File: config.mk
export PLATFORM = sky130hd
export DESIGN_NAME = alu_exec_unit
export DESIGN_NICKNAME = d
export VERILOG_FILES = /design/src/rtl/alu_exec_unit.sv
export SDC_FILE = /design/constraint.sdc
export NUM_CORES = 1
export LEC_CHECK = 0
export ABC_CLOCK_PERIOD_IN_PS = 8000
export BUFFER_PORTS_ARGS = -buffer_cell sky130_fd_sc_hd__buf_2
export CORE_MARGIN = 2
export CORE_UTILIZATION = 45
export CTS_CLUSTER_DIAMETER = 60
export CTS_CLUSTER_SIZE = 12
export DETAILED_ROUTE_END_ITERATION = 8
export GPL_ROUTABILITY_DRIVEN = 1
export MAX_ROUTING_LAYER = met4
export PLACE_DENSITY = 0.69
export SYNTH_ARGS = -nofsm -noshare
export SYNTH_HDL_FRONTEND = slang
export SYNTH_SLANG_ARGS = --single-unit
File: constraint.sdc
create_clock -name clk -period 8 [get_ports clk]
set_input_delay 2.4 -clock clk [delete_from_list [all_inputs] [get_ports clk]]
set_output_delay 2.4 -clock clk [all_outputs]
set_load 0.01 [all_outputs]
File: src/rtl/alu_exec_unit.sv
// ALU decode-plus-execute: ADD/SUB/AND/OR/XOR/SLT/illegal in one cycle, MUL via iterative shift-add.
// Latency: 1 cycle for single-cycle ops, WIDTH cycles for MUL (out_valid registered at accept edge + WIDTH).
// Backpressure: in_ready drops for the whole MUL; no output backpressure, out_valid is a one-cycle pulse.
module alu_exec_unit #(
    parameter int WIDTH = 32
) (
    input  logic             clk,
    input  logic             rst_n,
    input  logic             in_valid,
    output logic             in_ready,
    input  logic [1:0]       alu_op,
    input  logic [5:0]       alu_function,
    input  logic [WIDTH-1:0] src_a,
    input  logic [WIDTH-1:0] src_b,
    output logic             out_valid,
    output logic [WIDTH-1:0] result,
    output logic             zero,
    output logic             overflow,
    output logic             illegal
);

    localparam int CW = $clog2(WIDTH + 1);

    typedef enum logic {
        S_IDLE = 1'b0,
        S_MUL  = 1'b1
    } state_t;

    typedef enum logic [2:0] {
        OP_ADD = 3'd0,
        OP_SUB = 3'd1,
        OP_MUL = 3'd2,
        OP_AND = 3'd3,
        OP_OR  = 3'd4,
        OP_XOR = 3'd5,
        OP_SLT = 3'd6,
        OP_ILL = 3'd7
    } op_t;

    state_t           state_q, state_d;
    logic [WIDTH-1:0] mcand_q, mcand_d;
    logic [WIDTH-1:0] mplier_q, mplier_d;
    logic [WIDTH-1:0] acc_q, acc_d;
    logic [CW-1:0]    cnt_q, cnt_d;
    logic             out_valid_q, out_valid_d;
    logic [WIDTH-1:0] result_q, result_d;
    logic             zero_q, zero_d;
    logic             overflow_q, overflow_d;
    logic             illegal_q, illegal_d;

    op_t              op_sel;
    logic [WIDTH-1:0] sum;
    logic [WIDTH-1:0] diff;
    logic             slt;
    logic [WIDTH-1:0] sc_result;
    logic             sc_ovf;
    logic [WIDTH-1:0] acc_step;

    assign sum      = src_a + src_b;
    assign diff     = src_a - src_b;
    assign slt      = $signed(src_a) < $signed(src_b);
    // One shift-add step: add the multiplicand when the current multiplier bit is set.
    assign acc_step = acc_q + (mplier_q[0] ? mcand_q : '0);

    // Decode alu_op / alu_function into one operation; every unlisted combination is illegal.
    always_comb begin
        op_sel = OP_ILL;
        case (alu_op)
            2'b00: op_sel = OP_ADD;
            2'b01: op_sel = OP_SUB;
            2'b10: begin
                case (alu_function)
                    6'b000000: op_sel = OP_ADD;
                    6'b000001: op_sel = OP_SUB;
                    6'b000010: op_sel = OP_MUL;
                    6'b000011: op_sel = OP_AND;
                    6'b000100: op_sel = OP_OR;
                    6'b000101: op_sel = OP_XOR;
                    6'b000110: op_sel = OP_SLT;
                    default:   op_sel = OP_ILL;
                endcase
            end
            default: op_sel = OP_ILL;
        endcase
    end

    // Single-cycle datapath; MUL and illegal produce 0 here (MUL result comes from the engine).
    always_comb begin
        sc_result = '0;
        sc_ovf    = 1'b0;
        case (op_sel)
            OP_ADD: begin
                sc_result = sum;
                sc_ovf    = (src_a[WIDTH-1] == src_b[WIDTH-1]) && (sum[WIDTH-1] != src_a[WIDTH-1]);
            end
            OP_SUB: begin
                sc_result = diff;
                sc_ovf    = (src_a[WIDTH-1] != src_b[WIDTH-1]) && (diff[WIDTH-1] != src_a[WIDTH-1]);
            end
            OP_AND:  sc_result = src_a & src_b;
            OP_OR:   sc_result = src_a | src_b;
            OP_XOR:  sc_result = src_a ^ src_b;
            OP_SLT:  sc_result = {{(WIDTH-1){1'b0}}, slt};
            default: sc_result = '0;
        endcase
    end

    // Next-state and output-register logic for the IDLE/MUL controller.
    always_comb begin
        state_d     = state_q;
        mcand_d     = mcand_q;
        mplier_d    = mplier_q;
        acc_d       = acc_q;
        cnt_d       = cnt_q;
        out_valid_d = 1'b0;
        result_d    = result_q;
        zero_d      = zero_q;
        overflow_d  = overflow_q;
        illegal_d   = illegal_q;
        case (state_q)
            S_IDLE: begin
                if (in_valid) begin
                    if (op_sel == OP_MUL) begin
                        mcand_d  = src_a;
                        mplier_d = src_b;
                        acc_d    = '0;
                        cnt_d    = CW'(WIDTH);
                        state_d  = S_MUL;
                    end else begin
                        out_valid_d = 1'b1;
                        result_d    = sc_result;
                        zero_d      = (sc_result == '0);
                        overflow_d  = sc_ovf;
                        illegal_d   = (op_sel == OP_ILL);
                    end
                end
            end
            S_MUL: begin
                acc_d    = acc_step;
                mcand_d  = mcand_q << 1;
                mplier_d = mplier_q >> 1;
                cnt_d    = cnt_q - CW'(1);
                if (cnt_q == CW'(1)) begin
                    out_valid_d = 1'b1;
                    result_d    = acc_step;
                    zero_d      = (acc_step == '0);
                    overflow_d  = 1'b0;
                    illegal_d   = 1'b0;
                    state_d     = S_IDLE;
                end
            end
            default: state_d = S_IDLE;
        endcase
    end

    // State and output registers; reset aborts any MUL in flight and clears all outputs.
    always_ff @(posedge clk or negedge rst_n) begin
        if (!rst_n) begin
            state_q     <= S_IDLE;
            mcand_q     <= '0;
            mplier_q    <= '0;
            acc_q       <= '0;
            cnt_q       <= '0;
            out_valid_q <= 1'b0;
            result_q    <= '0;
            zero_q      <= 1'b0;
            overflow_q  <= 1'b0;
            illegal_q   <= 1'b0;
        end else begin
            state_q     <= state_d;
            mcand_q     <= mcand_d;
            mplier_q    <= mplier_d;
            acc_q       <= acc_d;
            cnt_q       <= cnt_d;
            out_valid_q <= out_valid_d;
            result_q    <= result_d;
            zero_q      <= zero_d;
            overflow_q  <= overflow_d;
            illegal_q   <= illegal_d;
        end
    end

    assign in_ready  = (state_q == S_IDLE);
    assign out_valid = out_valid_q;
    assign result    = result_q;
    assign zero      = zero_q;
    assign overflow  = overflow_q;
    assign illegal   = illegal_q;

endmodule

==> reports/results.ini <==
[hold_path]
hold_depth = 2
min_to = mcand_q[31]$_DFFE_PN0P_
hold_path_class = flop to flop
worstHoldStart = mcand_q[31]$_DFFE_PN0P_

[clock_tree]
clock_latency_ns = 0.44
htree_levels = 4
root_buffer = clkbuf_16
cts_buffers = 17
postCtsHoldBufs = 0
post_cts_resized = 0
cts_tree = done
clock-sinks = 139
path_clk_slew_ns = 0.07
clockBufferDepth = 2
postCtsSetupRepairBufs = 0

[routing]
drc_errors = 0
ant_nets = 0
drt_iter0_markers = 1287
routed_via_density = 6.20
drt-wirelength-per-cell_um = 21.6
vias = 13236
routed_wl_um = 46100
drtPass1Iterations = 7

[critical_path]
end_kind = flop
crit_type = input pin to flop
crit_path_max_incr_delay_ns = 0.47
worstPathArrival_ns = 6.28
crit_fanout = 4
crit_chain = buf_2 -> ha_1 -> fa_1 -> a211oi_1 -> o21ai_0 -> a221o_1 -> a21oi_1 -> o21ai_0 -> a2111oi_0 -> nand4_1 -> nor4_2 -> nand4_1 -> nor4_2 -> nand4_1 -> o211ai_2
timing.critical_path.required_ns = 8.37
startpoint_type = input pin
cpMostUsedCell = nand4_1
worstReg2RegEnd = zero$_DFFE_PN0P_
cp_top_family = compound AO/OA/AOI/OAI gates
ff2ff_setup_slack_ns = 3.22
crit_slowest_cell = a2111oi_0
critPathBufInv = 1
reg2reg_from = mplier_q[0]$_DFFE_PN0P_
reg2reg_depth = 12

[synthesis]
syn_inst = 1686
ys_ff_latch = 139
ys_seq_area_frac = 0.258
synth_top_flop_cell = dfrtp_1
syn_nets = 1900
synth-edff-count = 0
avgSynthCellArea_um2 = 8.00
ys_warn_count = 0
async_flop_share = 1.00
syn_area_mm2 = 0.0135
synthDistinctLibCells = 92

[run]
cap_violations = 0

[sta]
setup_slack_ns = 2.09
fmax_ghz = 0.169
fin_crit_ns = 5.91
finalSetupViolCount = 0
finalHoldViolations = 0
period_share = 0.739
worstMarginPinSlew_ns = 1.17
tns_ns = 0
drv_slew = 0
slew_headroom = 0.213
fin_worst_skew_ns = 0.0124
rsz0062_at_grt = false

[layout]
area_growth_pct = 10.1
final_cell_mix = 180 x nand2_1, 146 x o21ai_0, 138 x dfrtp_1, 136 x ha_1, 122 x a21oi_1
nets = 1949
drive_above_1_share = 0.109
final_common_cell = nand2_1

[global_routing]
grt_overflow_total = 0
grt_usage = 0.308
antenna_found_initial = 2
grt_max_degree = 124
grt_pass1_wl_um = 72700
grt_pass1_vias = 12845

[floorplanning]
die_h_um = 177
die_x_um = 177
io_pins = 112
num_rows = 63
core_region_area_mm2 = 0.0296
start_util = 0.456
die_area_mm2 = 0.0314

[placed_design]
gp_congestion = 1.04
io_buffers = 111
pre_cts_ws_ns = 1.74
dpl.hpwl_um = 34900

[outcome]
outcome = completed

[power]
leakage_nw = 7.04
p_per_area_mw_per_mm2 = 168
ir_worst_vdd_mv = 0.131

## how the worst max path moves through the flow
stage	cells past startpoint	endpoint	slack [ns]	start
floorplan	15	zero$_DFFE_PN0P_	2.60	src_b[1]
global placement	15	zero$_DFFE_PN0P_	1.87	src_a[0]
detailed placement	15	zero$_DFFE_PN0P_	1.74	src_b[0]
CTS	15	zero$_DFFE_PN0P_	2.18	src_b[0]
global route	15	zero$_DFFE_PN0P_	1.94	src_b[0]
finish	15	zero$_DFFE_PN0P_	2.09	src_b[0]
## worst register-to-register path, cell delays in order (launching register included)
cell	delay, ns
dfrtp_1	0.72
and2_1	0.36
ha_1	0.33
nand2_1	0.12
o31ai_1	0.51
o221ai_1	0.29
a2111oi_0	0.85
nor2_1	0.14
xnor2_1	0.23
or4_1	0.56
nor4b_1	0.30
nand4bb_1	0.21
o211ai_2	0.09
## state kept, by name, indices dropped and copies added, names as in the netlist
register and cells:
mcand_q 32, cnt_q 6, overflow 1, out_valid 1
zero 1, mplier_q 32, state_q 1, illegal 1
result 32, acc_q 32
## area by class of cell
cell class | instances | area (µm²)
fillers | 2908 | 14700
multi-input cells | 1343 | 9220
flip-flops and latches | 139 | 3480
repair buffers | 125 | 679
well taps | 390 | 488
clock buffers | 18 | 439
inverters | 109 | 409
clock inverters | 11 | 121
diodes | 1 | 2.50
## cell usage after synthesis (7+ instances only)
cell type / number / share of area
a21oi_1: 123 / 0.046
a211oi_1: 20 / 0.011
and2_1: 48 / 0.022
a221oi_1: 9 / 0.0058
and3_1: 14 / 0.0065
nand2_1: 180 / 0.050
o21a_1: 17 / 0.0095
nand3_1: 35 / 0.013
mux2i_1: 73 / 0.054
nor3_1: 19 / 0.0071
xnor2_1: 23 / 0.015
nand2b_1: 13 / 0.0060
nand3b_1: 7 / 0.0039
o211ai_1: 19 / 0.011
or3_1: 12 / 0.0056
xor2_1: 9 / 0.0058
a22o_1: 20 / 0.013
nand4_1: 25 / 0.012
a21o_1: 42 / 0.023
o31ai_1: 18 / 0.010
a21boi_0: 8 / 0.0045
o21bai_1: 9 / 0.0050
dfrtp_1: 139 / 0.26
o211a_1: 8 / 0.0059
nor2_1: 120 / 0.033
nor2b_1: 12 / 0.0056
ha_1: 136 / 0.13
nor4_1: 13 / 0.0060
o21ai_0: 147 / 0.055
clkbuf_1: 80 / 0.022
inv_1: 107 / 0.030
a31oi_1: 25 / 0.012
## power breakdown
part | leakage, nW | internal (W) | switching [W]
sequential | 1.77 | 0.000811 | 0.000105
clock | 0.274 | 0.000462 | 0.000342
combinational | 5.00 | 0.000288 | 0.000493
total | 7.04 | 0.00156 | 0.000940
## cells by family (layout without fill, tap and decap cells)
group,Yosys count,in the layout,synth area share
AOI/OAI and AO/OA,563,563,0.280
and+or+nand+nor,530,530,0.193
buffers and inverters,204,263,0.0590
adders and majority gates,139,139,0.131
DFF,139,139,0.258
muxes,79,79,0.0592
xor gates and xnor gates,32,32,0.0208
other,0,1,0
## routing by layer
| layer | vias to the layer above | global-route usage | share of wire |
|---|---|---|---|
| met5 | - | - | 0 |
| met4 | 0 | 0.110 | 0.030 |
| met3 | 88 | 0.0453 | 0.077 |
| met2 | 527 | 0.450 | 0.43 |
| met1 | 6391 | 0.432 | 0.46 |
| li1 | 6230 | - | - |
## metrics by stage
stage               total power (W)  instances  hold WS (ns)  cell area [µm²]   util
floorplan                   0.00140       1686         0.448            13500      -
detailed placement          0.00169       2106         0.470            14300  0.483
global placement            0.00168       2106         0.461            14300  0.483
CTS                         0.00249       2135         0.484            14800  0.502
global route                0.00264       2136         0.505            14800  0.502
finish                      0.00250       2136         0.482            14800  0.502
Note: power is estimated with default switching activity, not from simulation.
